$ cat src/rtl/fir_serial_mac_if.sv
// Sample/coefficient port bundle for one fir_serial_mac core.
// The source side uses master; the core uses slave.
interface fir_serial_mac_if #(
  parameter int DATA_W  = 16,
  parameter int COEFF_W = 16,
  parameter int AW      = 6
);
  logic signed [DATA_W-1:0]  filter_in;
  logic                      in_valid;
  logic                      in_ready;
  logic                      coeff_we;
  logic [AW-1:0]             coeff_addr;
  logic signed [COEFF_W-1:0] coeff_wdata;
  logic                      coeff_err;
  logic signed [DATA_W-1:0]  filter_out;
  logic                      out_valid;
  logic                      sat_flag;

  modport master (
    output filter_in, in_valid, coeff_we, coeff_addr, coeff_wdata,
    input  in_ready, coeff_err, filter_out, out_valid, sat_flag
  );

  modport slave (
    input  filter_in, in_valid, coeff_we, coeff_addr, coeff_wdata,
    output in_ready, coeff_err, filter_out, out_valid, sat_flag
  );
endinterface

$ cat src/rtl/fir_serial_mac.sv
// Time-multiplexed FIR core: one MAC walks all taps per sample,
// then rounds half-up and saturates to DATA_W.
module fir_serial_mac #(
  parameter int DATA_W    = 16,
  parameter int COEFF_W   = 16,
  parameter int N_TAPS    = 64,
  parameter int FRAC_BITS = 15
) (
  input  logic clk,
  input  logic rst,
  input  logic clk_enable,
  fir_serial_mac_if.slave bus
);
  localparam int AW    = $clog2(N_TAPS);
  localparam int PW    = DATA_W + COEFF_W;
  localparam int ACC_W = PW + AW;

  localparam logic signed [ACC_W:0] HALF = (ACC_W+1)'(1) <<< (FRAC_BITS - 1);
  localparam logic signed [ACC_W:0] MAXV = $signed({{(ACC_W-DATA_W+2){1'b0}}, {(DATA_W-1){1'b1}}});
  localparam logic signed [ACC_W:0] MINV = $signed({{(ACC_W-DATA_W+2){1'b1}}, {(DATA_W-1){1'b0}}});

  typedef enum logic [1:0] {IDLE, MAC, OUT} state_t;

  state_t                    state, state_nx;
  logic [AW-1:0]             wp, k, rd;
  logic signed [ACC_W-1:0]   acc;
  logic signed [DATA_W-1:0]  dline [N_TAPS];
  logic signed [COEFF_W-1:0] coef  [N_TAPS];
  logic signed [PW-1:0]      prod;
  logic signed [ACC_W:0]     rsum, rshift;
  logic signed [DATA_W-1:0]  res;
  logic                      res_sat;
  logic                      accept, coef_wr, last_tap;

  assign bus.in_ready = (state == IDLE);
  assign accept       = (state == IDLE) && bus.in_valid;
  assign coef_wr      = (state == IDLE) && bus.coeff_we &&
                        ({1'b0, bus.coeff_addr} < (AW+1)'(N_TAPS));
  assign last_tap     = (k == AW'(N_TAPS - 1));

  always_comb begin
    state_nx = state;
    case (state)
      IDLE:    if (bus.in_valid) state_nx = MAC;
      MAC:     if (last_tap)     state_nx = OUT;
      OUT:                       state_nx = IDLE;
      default:                   state_nx = IDLE;
    endcase
  end

  always_ff @(posedge clk) begin
    if (rst)             state <= IDLE;
    else if (clk_enable) state <= state_nx;
  end

  // wp-k modulo N_TAPS; the AW-bit wrap already handles the power-of-two case
  assign rd   = wp - k + ((wp < k) ? AW'(N_TAPS) : AW'(0));
  assign prod = dline[rd] * coef[k];

  assign rsum   = $signed({acc[ACC_W-1], acc}) + HALF;
  assign rshift = rsum >>> FRAC_BITS;

  always_comb begin
    res     = rshift[DATA_W-1:0];
    res_sat = 1'b0;
    if (rshift > MAXV) begin
      res     = MAXV[DATA_W-1:0];
      res_sat = 1'b1;
    end else if (rshift < MINV) begin
      res     = MINV[DATA_W-1:0];
      res_sat = 1'b1;
    end
  end

  always_ff @(posedge clk) begin
    if (rst) begin
      wp  <= '0;
      k   <= '0;
      acc <= '0;
      for (int i = 0; i < N_TAPS; i++) begin
        dline[i] <= '0;
        coef[i]  <= '0;
      end
      bus.filter_out <= '0;
      bus.out_valid  <= 1'b0;
      bus.sat_flag   <= 1'b0;
      bus.coeff_err  <= 1'b0;
    end else if (clk_enable) begin
      bus.out_valid <= (state == OUT);
      bus.coeff_err <= bus.coeff_we && (state != IDLE);
      if (coef_wr) coef[bus.coeff_addr] <= bus.coeff_wdata;
      case (state)
        IDLE: if (accept) begin
          dline[wp] <= bus.filter_in;
          acc       <= '0;
          k         <= '0;
        end
        MAC: begin
          acc <= acc + $signed({{AW{prod[PW-1]}}, prod});
          k   <= last_tap ? AW'(0) : k + AW'(1);
        end
        OUT: begin
          bus.filter_out <= res;
          bus.sat_flag   <= res_sat;
          wp             <= (wp == AW'(N_TAPS - 1)) ? AW'(0) : wp + AW'(1);
        end
        default: ;
      endcase
    end
  end
endmodule

$ cat src/flat_wrapper.sv
// flat-port wrapper written by rule: the top's interface ports become plain ports
module fir_serial_mac_flat 
#(
  parameter int DATA_W    = 16,
  parameter int COEFF_W   = 16,
  parameter int N_TAPS    = 64,
  parameter int FRAC_BITS = 15
)
  (clk, rst, clk_enable, bus_filter_in, bus_in_valid, bus_coeff_we, bus_coeff_addr, bus_coeff_wdata, bus_in_ready, bus_coeff_err, bus_filter_out, bus_out_valid, bus_sat_flag);
  fir_serial_mac_if #(.DATA_W(DATA_W), .COEFF_W(COEFF_W), .AW(($clog2(N_TAPS)))) bus_i ();
  input  logic clk;
  input  logic rst;
  input  logic clk_enable;
  input wire logic [$bits(bus_i.filter_in)-1:0] bus_filter_in;
  input wire logic [$bits(bus_i.in_valid)-1:0] bus_in_valid;
  input wire logic [$bits(bus_i.coeff_we)-1:0] bus_coeff_we;
  input wire logic [$bits(bus_i.coeff_addr)-1:0] bus_coeff_addr;
  input wire logic [$bits(bus_i.coeff_wdata)-1:0] bus_coeff_wdata;
  output wire logic [$bits(bus_i.in_ready)-1:0] bus_in_ready;
  output wire logic [$bits(bus_i.coeff_err)-1:0] bus_coeff_err;
  output wire logic [$bits(bus_i.filter_out)-1:0] bus_filter_out;
  output wire logic [$bits(bus_i.out_valid)-1:0] bus_out_valid;
  output wire logic [$bits(bus_i.sat_flag)-1:0] bus_sat_flag;
  assign bus_i.filter_in = bus_filter_in;
  assign bus_i.in_valid = bus_in_valid;
  assign bus_i.coeff_we = bus_coeff_we;
  assign bus_i.coeff_addr = bus_coeff_addr;
  assign bus_i.coeff_wdata = bus_coeff_wdata;
  assign bus_in_ready = bus_i.in_ready;
  assign bus_coeff_err = bus_i.coeff_err;
  assign bus_filter_out = bus_i.filter_out;
  assign bus_out_valid = bus_i.out_valid;
  assign bus_sat_flag = bus_i.sat_flag;
  fir_serial_mac #(.DATA_W(DATA_W), .COEFF_W(COEFF_W), .N_TAPS(N_TAPS), .FRAC_BITS(FRAC_BITS)) u_core (.clk(clk), .rst(rst), .clk_enable(clk_enable), .bus(bus_i));
endmodule
$ cat config.mk
export PLATFORM = sky130hd
export DESIGN_NAME = fir_serial_mac_flat
export DESIGN_NICKNAME = d
export VERILOG_FILES = /design/src/rtl/fir_serial_mac_if.sv /design/src/rtl/fir_serial_mac.sv /design/src/flat_wrapper.sv
export SDC_FILE = /design/constraint.sdc
export NUM_CORES = 2
export LEC_CHECK = 0
export BUFFER_PORTS_ARGS = -buffer_cell sky130_fd_sc_hd__buf_2
export CORE_AREA = 2 2 410 575
export CTS_BUF_LIST = sky130_fd_sc_hd__clkbuf_16
export CTS_CLUSTER_SIZE = 30
export DETAILED_ROUTE_END_ITERATION = 10
export DIE_AREA = 0 0 412 577
export GPL_ROUTABILITY_DRIVEN = 0
export PLACE_DENSITY_LB_ADDON = 0.15
export SLEW_MARGIN = 0
export SYNTH_ARGS = -nofsm -noshare
export SYNTH_HDL_FRONTEND = slang
export SYNTH_SLANG_ARGS = --single-unit
$ cat constraint.sdc
create_clock -name clk -period 17.3 [get_ports clk]
set_input_delay 0 -clock clk [delete_from_list [all_inputs] [get_ports clk]]
set_output_delay 0 -clock clk [all_outputs]
set_load 0.01 [all_outputs]
* Word-level counts from Yosys, hierarchy flattened
Memories as Yosys holds them, arrays and structs flattened. A register that Yosys moved wholly into a read port is not among the register bits.
Cells that the tools add are included.
** Storage, ports and cells
- Register bits :: 71
- Bits in latches :: 0
- RAM bits :: 2048
- ROM bits :: 0
- Word-level logic and storage cells :: 68
- Memories kept :: 2
** Memories
- u_core.coef :: words 64, bits a word 16, read ports 1, clocked after Yosys merged registers in 1, write ports 64, line fir_serial_mac.sv:28 : logic signed [COEFF_W-1:0] coef [N_TAPS];
- u_core.dline :: words 64, bits a word 16, read ports 1, clocked after Yosys merged registers in 0, write ports 64, line fir_serial_mac.sv:27 : logic signed [DATA_W-1:0] dline [N_TAPS];
** Cells by class
- Add/sub/neg operators :: 5
- Multipliers :: 1
- Div/mod/pow operators :: 0
- Magnitude comparators :: 2
- Eq/ne operators :: 7
- Shifts and indexed selects :: 0
- Muxes and demuxes :: 32
- Bitwise operators :: 0
- Reduce and logical (&&, ||, !) cells :: 11
** Operator list (count)
- case mux 38 bit (2 select lines) :: 1
- 2-to-1 mux 16 bit :: 4
- 2-to-1 mux 6 bit :: 7
- adder 38 x 16 -> 39 bit (second input constant) :: 1
- adder 38 x 32 -> 38 bit :: 1
- 2-to-1 mux 38 bit :: 1
- multiplier 16 x 16 -> 32 bit :: 1
- OR reduction 16 bit :: 2
- greater-than comparator 24 x 16 -> 1 bit (second input constant) :: 1
- less-than comparator 24 x 16 -> 1 bit (second input constant) :: 1
- 2-to-1 mux 1 bit :: 15
- adder 6 x 1 -> 6 bit (second input constant) :: 2
- equality test 6 bit (second input constant) :: 2
- case mux 6 bit (2 select lines) :: 1
- AND reduction 3 bit :: 2
- subtractor 6 bit :: 1
- 2-to-1 mux 2 bit :: 2
- != test 2 x 1 -> 1 bit (second input constant) :: 2
- case mux 2 bit (2 select lines) :: 1
- nonzero test 2 bit :: 2
- logical AND 1 bit :: 3
- equality test 2 x 1 -> 1 bit (second input constant) :: 1
- equality test 2 bit (second input constant) :: 1
- zero test 2 bit :: 1
- other kinds (2) :: 2

* Logic depth before layout (Yosys ltp)
- Depth in word-level cells :: 9
- Mapped depth :: 36
- Mapped depth without buffers :: 34

* Least setup slack after synthesis
OpenSTA, ideal clock, no wires.
- Kind :: reg2reg
- Start point :: reg u_core.wp[0]
- End point :: reg u_core.acc[37]
- Data arrival time :: 8.733 ns
- Data required time :: 17.180 ns
- Setup slack :: 8.447 ns
- Cell stages (with the launch flop) :: 34
- Buffers on the path :: 5
- Clock period less this slack :: 8.853 ns
- Cell sequence :: dfxtp_1 inv_1 ha_1 fa_1 buf_2 clkbuf_1 clkbuf_1 mux4_2 mux4_2 a211oi_1 a21oi_1 buf_2 and2_1 fa_1 fa_1 inv_1 fa_1 inv_1 fa_1 fa_1 inv_1 fa_1 inv_1 ha_1 clkbuf_1 nand4_1 nor2_1 o31ai_1 a211oi_1 nor3_1 o31ai_1 a31oi_1 o211a_1 a211o_1
** On the way
- Longest elaborated chain between the ends :: 5
** RTL lines
- from (decl) :: line fir_serial_mac.sv:25 : logic [AW-1:0] wp, k, rd;
- from (signal assigned) :: line fir_serial_mac.sv:105 : wp <= (wp == AW'(N_TAPS - 1)) ? AW'(0) : wp + AW'(1);
- subtractor 6 bit :: line fir_serial_mac.sv:57 : assign rd = wp - k + ((wp < k) ? AW'(N_TAPS) : AW'(0));
- memory (64 x 16 bit)
- multiplier 16 x 16 -> 32 bit :: line fir_serial_mac.sv:58 : assign prod = dline[rd] * coef[k];
- adder 38 x 32 -> 38 bit :: line fir_serial_mac.sv:99 : acc <= acc + $signed({{AW{prod[PW-1]}}, prod});
- case mux 38 bit (2 select lines) :: line fir_serial_mac.sv:92 : case (state)
- to (signal assigned) :: line fir_serial_mac.sv:99
- to (decl) :: line fir_serial_mac.sv:26 : logic signed [ACC_W-1:0] acc;
Every way passes these cells.
A chain may end at the register's enable or synchronous reset.

* Worst setup path after layout
Ends and elaborated chain as after synthesis.

==> results.cfg <==
[run_status]
run_status = finished, final reports clean

[critical_path]
r2r_cells = 30
cpPeakStageDelay_ns = 0.95
timing.critical_path.arrival_ns = 12.17
endpoint_kind = flop
worstSetupPathDepth = 30
crit_slowest_cell = sky130_fd_sc_hd__fa_4
timing_worst_setup_path_type = flop to flop
r2r_slack_ns = 5.83
required_ns = 18.01
timing.critical_path.fanout_max = 100
cp.buffers_inverters = 6
crit_path_frequent_cell = sky130_fd_sc_hd__fa_1
cpLargestDelayFamily = adder cells
crit_path_start_kind = flop

[final_layout]
area_of_the_multi_input_gates_um2 = 41900
drive_gt1_frac = 0.185
design_area_um2 = 119000
final_net_count = 7803
final.fill_count = 19500
syn2layout_area_growth_pct = 9.47
layout_common_cells = sky130_fd_sc_hd__and2_1 (2075), sky130_fd_sc_hd__edfxtp_1 (2048), sky130_fd_sc_hd__mux4_2 (645)
layout.area.seq_um2 = 63100
mostFrequentLayoutCell = sky130_fd_sc_hd__and2_1

[clock_tree]
tritoncts_clock_tree = done
clock_transition_at_path_regs_ns = 0.07
cts_repair_resize_count = 0
root_buf_cell = sky130_fd_sc_hd__clkbuf_16
cts_inserted_buffers = 212
holdBufCountCts = 38
cts.htree.levels = 4
cts_setup_buffers = 0
cts_buffer_depth = 4
clk_sink_count = 2125
clock_latency_ns = 0.88

[yosys]
yosysWarnings = 0
synth_async_sr_flop_share = 0
leading_area_contributor_after_synthesis = sky130_fd_sc_hd__edfxtp_1
total_nets_after_synthesis = 7861
synth.top_cells.by_area = sky130_fd_sc_hd__edfxtp_1 (57%), sky130_fd_sc_hd__mux4_2 (13%), sky130_fd_sc_hd__and2_1 (12%)
synth-edff-count = 2048
ys_seq_area_frac = 0.580
yosys_register_bits = 2125
syn_inst = 7376
syn_area_per_cell_um2 = 14.7
synth.cell_area_um2 = 109000
netlist-cell-type-count = 64
ys_dominant_reg_cell = sky130_fd_sc_hd__edfxtp_1
post-synth-top-area-fraction = 0.566

[place]
place_area_um2 = 112000
post-dp-hpwl_mm = 187
pre_cts_slack_ns = 5.88
port_buffers = 62

[routing]
vias_per_cell = 5.64
totalWireLength_mm = 298
route.detailed.wl_per_inst_um = 28.3
drt_first_iter_violations = 4641
count_of_antenna_violating_nets_left_after_detailed_routing = 0
route.detailed.drc = 0
dr_total_vias = 59500
dr.pass1.iters = 5

[timing]
skew_ns = 0.0854
setup_violations = 0
finalCritPeriodShare = 0.663
max_freq_mhz = 87.2
finalHoldViolCount = 0
final-max-slew-violation-count = 0
hold_slack_ns = 0.00866
fin_setup_tns_ns = 0
fin_ws_ns = 5.83
grt_setup_unrepaired = false
layout_min_cycle_time_ns = 11.47
timing_worst_slew_pin_value_ns = 1.11
max-slew-margin-rel = 0.239

[global_route]
track_usage = 0.254
first_global_vias = 62900
grt_overflow_total = 0
antenna_found_initial = 4
largest_net_degree_at_the_start_of_global_routing = 101
grt_first_pass_wirelength_mm = 439

[die]
start_util = 0.467
die_x_um = 412
ioPinCount = 63
design.core.area_um2 = 233000
die_area_um2 = 238000
num_rows = 210
die_height_um = 577

[flow_run]
max_capacitance_violation_count = 0

[pwr]
design_power_total_w = 0.0191
leakage_power_of_the_design_nw = 44.5
power.density_cell_area_nw_per_um2 = 161
max-vdd-ir-drop_mv = 0.521

[worst_hold_path]
min_path_cells = 3
type_of_the_tightest_min_delay_check = input port to flop
-- worst min-delay path, stage by stage --
cell and delay (ns):
sky130_fd_sc_hd__buf_2 0.09, sky130_fd_sc_hd__buf_4 0.33, sky130_fd_sc_hd__and2_1 0.27
-- stage by stage --
stage | instances | util
floorplan | 7376 | -
global placement | 10100 | 0.482
detailed placement | 10100 | 0.482
CTS | 10500 | 0.511
global route | 10500 | 0.511
finish | 10500 | 0.511
-- Yosys cell counts, drive strengths merged (10+ instances only) --
master / instances
and2: 2075
edfxtp: 2048
mux4: 645
clkbuf: 441
inv: 380
fa: 324
nor2: 297
buf: 150
nand2: 147
or2: 140
ha: 118
dfxtp: 77
nor2b: 75
a21oi: 53
o21ai: 50
nand2b: 38
mux2i: 33
xnor2: 32
nand3: 28
xor2: 24
o21a: 21
a22oi: 19
mux2: 19
a211oi: 14
a21o: 14
and3: 13
or3: 13
nor3: 12
nand3b: 10
nand4: 10
-- sequential cells by signal, summed over array words and instances (netlist names), named ones only --
| name | cells |
|---|---|
| u_core.acc | 38 |
| u_core.bus.coeff_err | 1 |
| u_core.bus.filter_out | 16 |
| u_core.bus.out_valid | 1 |
| u_core.bus.sat_flag | 1 |
| u_core.coef | 1024 |
| u_core.dline | 1024 |
| u_core.k | 6 |
| u_core.state | 2 |
| u_core.wp | 6 |
-- metal layers --
layer	share of wire	GRT usage
met1	0.39	0.320
met2	0.53	0.454
met3	0.042	0.0257
met4	0.039	0.0886
met5	0	0
-- power breakdown --
part           switching, W  leakage (nW)  internal, W
Clock               0.00198          3.31      0.00243
Combinational       0.00517          19.9      0.00365
Sequential        0.0000674          21.3      0.00583
-- final cells by class --
cell class,count,share of cell area
repair buffers,319,0.0204
diodes,9,0.000189
clock buffers,214,0.0450
multi-input cells,4279,0.352
well taps,3074,0.0323
clock inverters,148,0.00843
flip-flops and latches,2125,0.530
inverters,381,0.0120
-- cells by family (layout without fill, tap and decap cells) --
group           Yosys count  after routing  share of synthesized area
xor+xnor                 56             56                    0.00451
compound gates          215            215                     0.0129
fa+ha+maj               442            442                     0.0733
other cells               0              9                          0
simple gates           2869           2869                      0.155
flops                  2125           2125                      0.580
buf+inv                 972           1062                     0.0359
mux                     697            697                      0.139
-- final timing paths --
path,start,to
setup / recovery,u_core.wp[0],u_core.acc[37]
hold / removal,bus_filter_in[13],u_core.dline[1][13]
setup reg to reg,u_core.wp[0],u_core.acc[37]
hold reg to reg,u_core.acc[14],u_core.acc[14]
No activity file was read; power rests on OpenSTA's default activity.
